--- src/rtl/regfile_multiport.sv ---
// Multiport register file: NUM_RD synchronous read ports, one write port, optional zero register, power-up clear engine.
// Latency: 1 cycle from read request to rd_data/rd_valid. Backpressure: none; ready stays low for DEPTH+1 cycles after reset.
// Define REGFILE_BYPASS_EN for write-first same-edge collisions; the default build is read-first.
module regfile_multiport #(
    parameter int DATA_W   = 32,
    parameter int ADDR_W   = 5,
    parameter int NUM_RD   = 2,
    parameter int ZERO_REG = 1
) (
    input  logic                       clock,
    input  logic                       reset,
    output logic                       ready,
    input  logic [NUM_RD-1:0]          rd_en,
    input  logic [NUM_RD*ADDR_W-1:0]   rd_addr,
    output logic [NUM_RD*DATA_W-1:0]   rd_data,
    output logic [NUM_RD-1:0]          rd_valid,
    input  logic                       wr_en,
    input  logic [ADDR_W-1:0]          wr_addr,
    input  logic [DATA_W-1:0]          wr_data
);

    localparam int DEPTH = 1 << ADDR_W;

    typedef enum logic {CLEAR, RUN} state_t;

    state_t              state;
    state_t              state_nxt;
    logic [ADDR_W-1:0]   clr_ptr;
    logic [ADDR_W-1:0]   clr_ptr_nxt;
    logic                clr_we;
    logic                wr_acc;
    logic [DATA_W-1:0]   mem [DEPTH];
    logic [ADDR_W-1:0]   rd_a   [NUM_RD];
    logic [DATA_W-1:0]   rd_val [NUM_RD];

    always_ff @(posedge clock) begin
        if (reset) begin
            state   <= CLEAR;
            clr_ptr <= '0;
        end else begin
            state   <= state_nxt;
            clr_ptr <= clr_ptr_nxt;
        end
    end

    always_comb begin
        state_nxt   = state;
        clr_ptr_nxt = clr_ptr;
        clr_we      = 1'b0;
        if (state == CLEAR) begin
            clr_we      = 1'b1;
            clr_ptr_nxt = clr_ptr + 1'b1;
            if (clr_ptr == ADDR_W'(DEPTH - 1)) begin
                state_nxt = RUN;
            end
        end
    end

    // ready lags the state by one edge, so nothing is accepted on the edge that finishes the clear
    always_ff @(posedge clock) begin
        if (reset) begin
            ready <= 1'b0;
        end else begin
            ready <= (state == RUN);
        end
    end

    assign wr_acc = ready && wr_en && !((ZERO_REG != 0) && (wr_addr == '0));

    always_ff @(posedge clock) begin
        if (!reset) begin
            if (clr_we) begin
                mem[clr_ptr] <= '0;
            end else if (wr_acc) begin
                mem[wr_addr] <= wr_data;
            end
        end
    end

    always_comb begin
        for (int p = 0; p < NUM_RD; p++) begin
            rd_a[p]   = rd_addr[p*ADDR_W +: ADDR_W];
            rd_val[p] = mem[rd_a[p]];
`ifdef REGFILE_BYPASS_EN
            if (wr_en && (wr_addr == rd_a[p])) begin
                rd_val[p] = wr_data;
            end
`endif
            // zero-register masking wins over any bypass
            if ((ZERO_REG != 0) && (rd_a[p] == '0)) begin
                rd_val[p] = '0;
            end
        end
    end

    always_ff @(posedge clock) begin
        if (reset || !ready) begin
            rd_valid <= '0;
            rd_data  <= '0;
        end else begin
            for (int p = 0; p < NUM_RD; p++) begin
                rd_valid[p] <= rd_en[p];
                if (rd_en[p]) begin
                    rd_data[p*DATA_W +: DATA_W] <= rd_val[p];
                end
            end
        end
    end

endmodule

--- config.mk ---
export PLATFORM = sky130hd
export DESIGN_NAME = regfile_multiport
export DESIGN_NICKNAME = d
export VERILOG_FILES = /design/src/rtl/regfile_multiport.sv
export SDC_FILE = /design/constraint.sdc
export NUM_CORES = 1
export LEC_CHECK = 0
export BUFFER_PORTS_ARGS = -buffer_cell sky130_fd_sc_hd__buf_4
export CAP_MARGIN = 5
export CORE_MARGIN = 8
export CORE_UTILIZATION = 40
export CTS_BUF_LIST = sky130_fd_sc_hd__clkbuf_4
export CTS_CLUSTER_DIAMETER = 120
export CTS_CLUSTER_SIZE = 25
export DETAILED_ROUTE_END_ITERATION = 16
export SYNTH_ARGS = -nofsm -noshare
export SYNTH_HDL_FRONTEND = slang
export SYNTH_SLANG_ARGS = --single-unit
--- constraint.sdc ---
create_clock -name clock -period 5.9 [get_ports clock]
set_clock_uncertainty 0.15 [all_clocks]
set_input_delay 0.885 -clock clock [delete_from_list [all_inputs] [get_ports clock]]
set_output_delay 0.885 -clock clock [all_outputs]
set_load 0.02 [all_outputs]
==> flow_summary.yaml, run 1 <==
outcome:
  status: "finished clean"
finish:
  drive_gt1_share_pct: 33.08
  fillers: 10810
  regArea_mm2: 0.03221
  syn_to_final_growth_pct: 7.154
  fin_util_pct: 43.20
  nNetsFinal: 2764
  multi_input_area_mm2: 0.01671
logic_synthesis:
  muxShareOfSynthArea_pct: 23.64
  synth.distinct_cells: 60
  synth_top_family_by_area: "multiplexers"
  synth-edff-count: 1024
  async_flop_share_pct: 0
  synth_seq_area_share_pct: 64.62
  synth_xor_area_share_pct: 0.05271
  synth_adder_area_share_pct: 0.05020
  synth_warnings: 0
  syn_avg_cell_area_um2: 18.74
  syn_inst: 2660
  synth_ff_type: "edfxtp_1"
  syn_nets: 2714
  yosys_register_bits: 1097
  synth-simple-area-share_pct: 3.195
  synth_compound_area_share_pct: 5.951
  synth_area_mm2: 0.04985
floorplan:
  die_w_um: 369.0
  start_util_pct: 40.32
  die_area_mm2: 0.1362
  core_area_mm2: 0.1236
  rows: 129
  die_y_um: 369.0
  ios: 119
pwr:
  netSwitchingPower_w: 0.002880
  power.internal_w: 0.009443
  p_comb_share_pct: 7.7
  vdd_drop_max_v: 0.0001243
  p_seq_share_pct: 68.5
  switching_share_pct: 23.37
  power.total_w: 0.01232
  power.density_mw_per_mm2: 230.7
  p_clk_share_pct: 23.8
  p_leak_nw: 18.37
timing:
  worst_slew_pin_slew_ns: 1.217
  fmax_mhz: 237.4
  layout_min_cycle_time_ns: 4.212
  finalMaxSlewViolations: 0
  relSlewSlack_pct: 18.89
  worst_hold_slack_ns: 0.1708
  finalCritPeriodShare_pct: 71.39
  rsz0062_at_grt: "no"
  setup-tns-final_ns: 0
  setup_viol: 0
  final_hold_viol_count: 0
global_route:
  met3_usage_pct: 6.478
  grt_max_degree: 97
  met1_usage_pct: 33.63
  antenna_found_initial: 11
  grt_busiest_layer: "met2"
  met2_usage_pct: 34.60
  grt_pass1_vias: 29750
  grt_pass1_wl_um: 229800
  gr-usage-all-layers_pct: 23.41
  overflow: 0
route:
  viasPerCell: 6.707
  totalWireLength_um: 163500
  wl_per_cell_um: 37.27
  dr.pass1.iters: 6
  first_iter_violations: 4436
  postRouteAntennaNets: 0
  vias: 29430
  drc: 0
placement:
  place.detailed.hpwl_um: 101000
  portBuffers: 118
  gp_congestion: 0.8774
worst_setup_path:
  path_class: "flop to flop"
  cp.required_ns: 6.42
  cp-end-kind: "flop"
  startpoint_type: "flop"
  r2r_slack_ns: 1.69
  cp.arrival_ns: 4.73
  cp_max_fo: 36
clock_tree:
  cts_tree: "built"
  cts-root-buf: "clkbuf_4"
  cts_max_level: 2
  post_cts_buffers: 0
  cts_hold_buffers: 1
  clkSinkCount: 1097
  cts-resized-gates: 0
  cts_buffers: 49
  clk_pin_slew_ns: 0.26
  clock_path_buffers: 3
  clk_latency_ns: 1.05
min_path:
  holdCritPathClass: "input port to flop"
job:
  maxCapViolCount: 0
cell usage after synthesis, types with 54 or more instances:
cell type	count	area, µm²
edfxtp_1	1024	30750
buf_2	78	390.4
nor3_1	54	270.3
a22o_1	57	499.2
a211oi_1	68	510.5
clkbuf_1	69	259.0
o22ai_1	103	644.4
mux2i_1	86	860.8
mux4_2	418	9414
mux2_2	134	1509
dfxtp_1	73	1461
nor2_1	98	367.9
power groups by stage:
| stage | Combinational, W | Clock, W | Sequential [W] |
|---|---|---|---|
| floorplan | 0.000620 | 0 | 0.00860 |
| global route | 0.000984 | 0.00320 | 0.00844 |
| finish | 0.000952 | 0.00293 | 0.00844 |
| global placement | 0.000933 | 0 | 0.00860 |
| CTS | 0.000941 | 0.00297 | 0.00844 |
| detailed placement | 0.000939 | 0 | 0.00861 |
per-stage QoR:
stage / worst slack, ns / std cells / cell area, µm²
3_3_place_gp: 1.337 / 4295 / 52730
3_5_place_dp: 1.306 / 4295 / 52730
6_report: 1.688 / 4388 / 53410
2_1_floorplan: 1.987 / 2660 / 49850
4_1_cts: 1.796 / 4385 / 53410
5_1_grt: 1.597 / 4386 / 53410
state kept, by name, indices dropped and copies added (netlist names):
| name | flops |
|---|---|
| clr_ptr | 5 |
| mem | 1024 |
| rd_data | 64 |
| state | 1 |
| rd_valid | 2 |
| ready | 1 |
worst paths after layout:
check	from	end	depth (start not counted)
worst min-delay path	rd_en[0]	rd_valid[0]	2
worst max-delay path	state	mem[16][23]	5
worst max register to register	state	mem[16][23]	5
worst min register to register	rd_data[47]	rd_data[47]	2
worst max-delay path: stages (launching register included):
cell,delay [ns]
dfxtp_1,0.62
and4b_1,0.60
o31a_2,0.97
a31oi_1,0.61
nor2_4,0.24
buf_4,0.63
layout by cell type, fill, tap and decap left out, drive strengths merged, types with 57 or more instances in the layout:
master	Yosys	layout
mux4	418	418
buf	145	211
a211oi	70	70
a22o	57	57
mux2i	86	86
clkbuf	69	88
mux2	134	134
o22ai	103	103
dfxtp	73	73
edfxtp	1024	1024
nor2	98	98
logic make-up (layout without fill, tap and decap cells):
| family | Yosys count | count (layout) |
|---|---|---|
| AOI/OAI and AO/OA | 385 | 385 |
| xor gates and xnor gates | 3 | 3 |
| adders and majority gates | 2 | 2 |
| buffers and inverters | 221 | 309 |
| DFF | 1097 | 1097 |
| muxes | 638 | 638 |
| other | 0 | 3 |
| and+or+nand+nor | 314 | 314 |
per-layer routing:
| layer | share of wire [%] | vias to the layer above |
|---|---|---|
| met5 | 0.024 | - |
| met4 | 3.5 | 6 |
| met3 | 12 | 299 |
| met2 | 44 | 2036 |
| met1 | 40 | 15640 |
| li1 | - | 11460 |
area by class of cell:
class | count | share of cell area [%]
sequential | 1097 | 60.30
timing repair buffer | 213 | 3.277
antenna | 3 | 0.01405
clock buffer | 87 | 1.223
tap | 1637 | 3.835
inverter | 7 | 0.04919
clock inverter | 2 | 0.01640
multi-input combinational | 1342 | 31.28
No activity file was read; power rests on OpenSTA's default activity.
==> run 2: changes to the inputs <==
==> constraint.sdc (replaced) <==
create_clock -name clock -period 3.94 [get_ports clock]
set_clock_uncertainty 0.15 [all_clocks]
set_input_delay 0.591 -clock clock [delete_from_list [all_inputs] [get_ports clock]]
set_output_delay 0.591 -clock clock [all_outputs]
set_load 0.02 [all_outputs]
==> run 2 against run 1 <==
Against the previous run:
- sequential share of layout area decreased by 1.7 points
- core utilization increased by 1.2 points
- clock power increased by 53%
- count of clock-buffer cells in the layout unchanged
- register-to-register slack got worse by 1.2 ns
- maximum frequency increased by 24%
- worst hold slack got worse by 0.062 ns
- design area increased by 2.9%
- power increased by 51%
- routed wire length decreased by 0.83%
- largest power group unchanged
==> flow_summary.yaml, run 2 (synthesized netlist as in run 1, its figures left out) <==
route:
  wl_per_cell_um: 35.83
  drc: 0
  vias: 29740
  totalWireLength_um: 162200
  postRouteAntennaNets: 0
  viasPerCell: 6.572
  first_iter_violations: 4399
  dr.pass1.iters: 6
worst_setup_path:
  cpMostUsedCell: "buf_4"
  cp_cell_sequence: "and4b_1 -> o31a_2 -> a31oi_1 -> buf_4 -> nor2_4 -> buf_4"
  startpoint_type: "flop"
  max_stage_delay_ns: 0.62
  cp.required_ns: 4.45
  cp-end-kind: "flop"
  crit_buf_inv: 2
  cp.arrival_ns: 3.92
  path_class: "flop to flop"
  crit_family: "buffers and inverters"
  slowest_stage: "dfxtp_1"
  cp_max_fo: 32
placement:
  dp_cells: 4396
  place.detailed.hpwl_um: 103500
  gp_congestion: 0.8418
  portBuffers: 118
clock_tree:
  cts-root-buf: "clkbuf_4"
  clk_latency_ns: 1.08
  clock_path_buffers: 3
  clkSinkCount: 1097
  cts_tree: "built"
  cts-resized-gates: 0
  clk_pin_slew_ns: 0.28
  cts_max_level: 2
  post_cts_buffers: 0
  cts_buffers: 49
  cts_hold_buffers: 35
floorplan:
  ios: 119
  die_y_um: 369.0
  die_w_um: 369.0
  core_area_mm2: 0.1236
  die_area_mm2: 0.1362
  start_util_pct: 40.32
  rows: 129
pwr:
  vdd_drop_max_v: 0.0002224
  power.total_w: 0.01862
  power.density_mw_per_mm2: 338.9
  p_leak_nw: 19.16
finish:
  final_common_cell: "edfxtp_1"
  drive_gt1_share_pct: 35.08
  top_register: "mem"
  fin_cells: 4526
  nNetsFinal: 2899
  largest_reg_flops: 1024
  fin_util_pct: 44.44
  syn_to_final_growth_pct: 10.21
  final_cell_mix: "edfxtp_1, mux4_2, buf_4"
  top_regs: "mem (1024), rd_data (64), clr_ptr (5)"
outcome:
  status: "finished clean"
timing:
  layout_min_cycle_time_ns: 3.410
  final_hold_viol_count: 0
  finalCritPeriodShare_pct: 86.54
  fmax_mhz: 293.3
  worst_slew_pin_slew_ns: 1.304
  setup-tns-final_ns: 0
  relSlewSlack_pct: 12.76
  rsz0062_at_grt: "no"
  setup_viol: 0
  finalMaxSlewViolations: 0
global_route:
  gr-usage-all-layers_pct: 23.21
  overflow: 0
  grt_max_degree: 73
  grt_pass1_wl_um: 229100
  grt_pass1_vias: 30610
  antenna_found_initial: 7
min_path:
  holdCritPathClass: "input port to flop"
job:
  maxCapViolCount: 0
-- run 2: worst paths after layout --
path | startpoint | end | slack (ns) | cells past startpoint
setup / recovery | state | mem[16][11] | 0.53 | 6
setup reg to reg | state | mem[16][11] | 0.53 | 6
hold reg to reg | rd_data[56] | rd_data[56] | 0.43 | 2
hold / removal | wr_data[24] | mem[3][24] | 0.11 | 3
-- run 2: layout make-up --
class                      instances  area, µm²
sequential                      1097      32210
tap                             1637       2048
antenna                            4      10.01
fill                           10600      68700
timing repair buffer             348       3212
clock inverter                     4      68.82
clock buffer                      87      653.1
multi-input combinational       1342      16710
inverter                           7      26.28
-- run 2: through the flow --
step,cell area [µm²],setup slack [ns],hold WS (ns)
after floorplan,49850,0.3208,0.3982
after global placement,53860,0.4427,0.3925
after detailed placement,53860,0.4336,0.3810
after CTS,54930,0.6244,0.005902
after global routing,54940,0.4223,0.03984
final,54940,0.5303,0.1086
-- run 2: worst min-delay path, stage by stage --
cell and delay, ns:
buf_4 0.11, and2_1 0.13, buf_4 0.24
-- run 2: metal layers --
metal / GRT usage, % / part of all wire, % / up-vias
met4: 6.447 / 3.0 / 4
li1: - / - / 11720
met3: 5.744 / 11 / 282
met2: 36.36 / 46 / 1867
met1: 32.33 / 40 / 15870
met5: 0 / 0.017 / -
-- run 2: report_power, final --
group,internal (W),switching [W],leakage (nW)
combinational,0.000632,0.000861,7.05
sequential,0.0126,0.0000292,11.7
clock,0.00111,0.00338,0.437
total,0.0143,0.00427,19.2
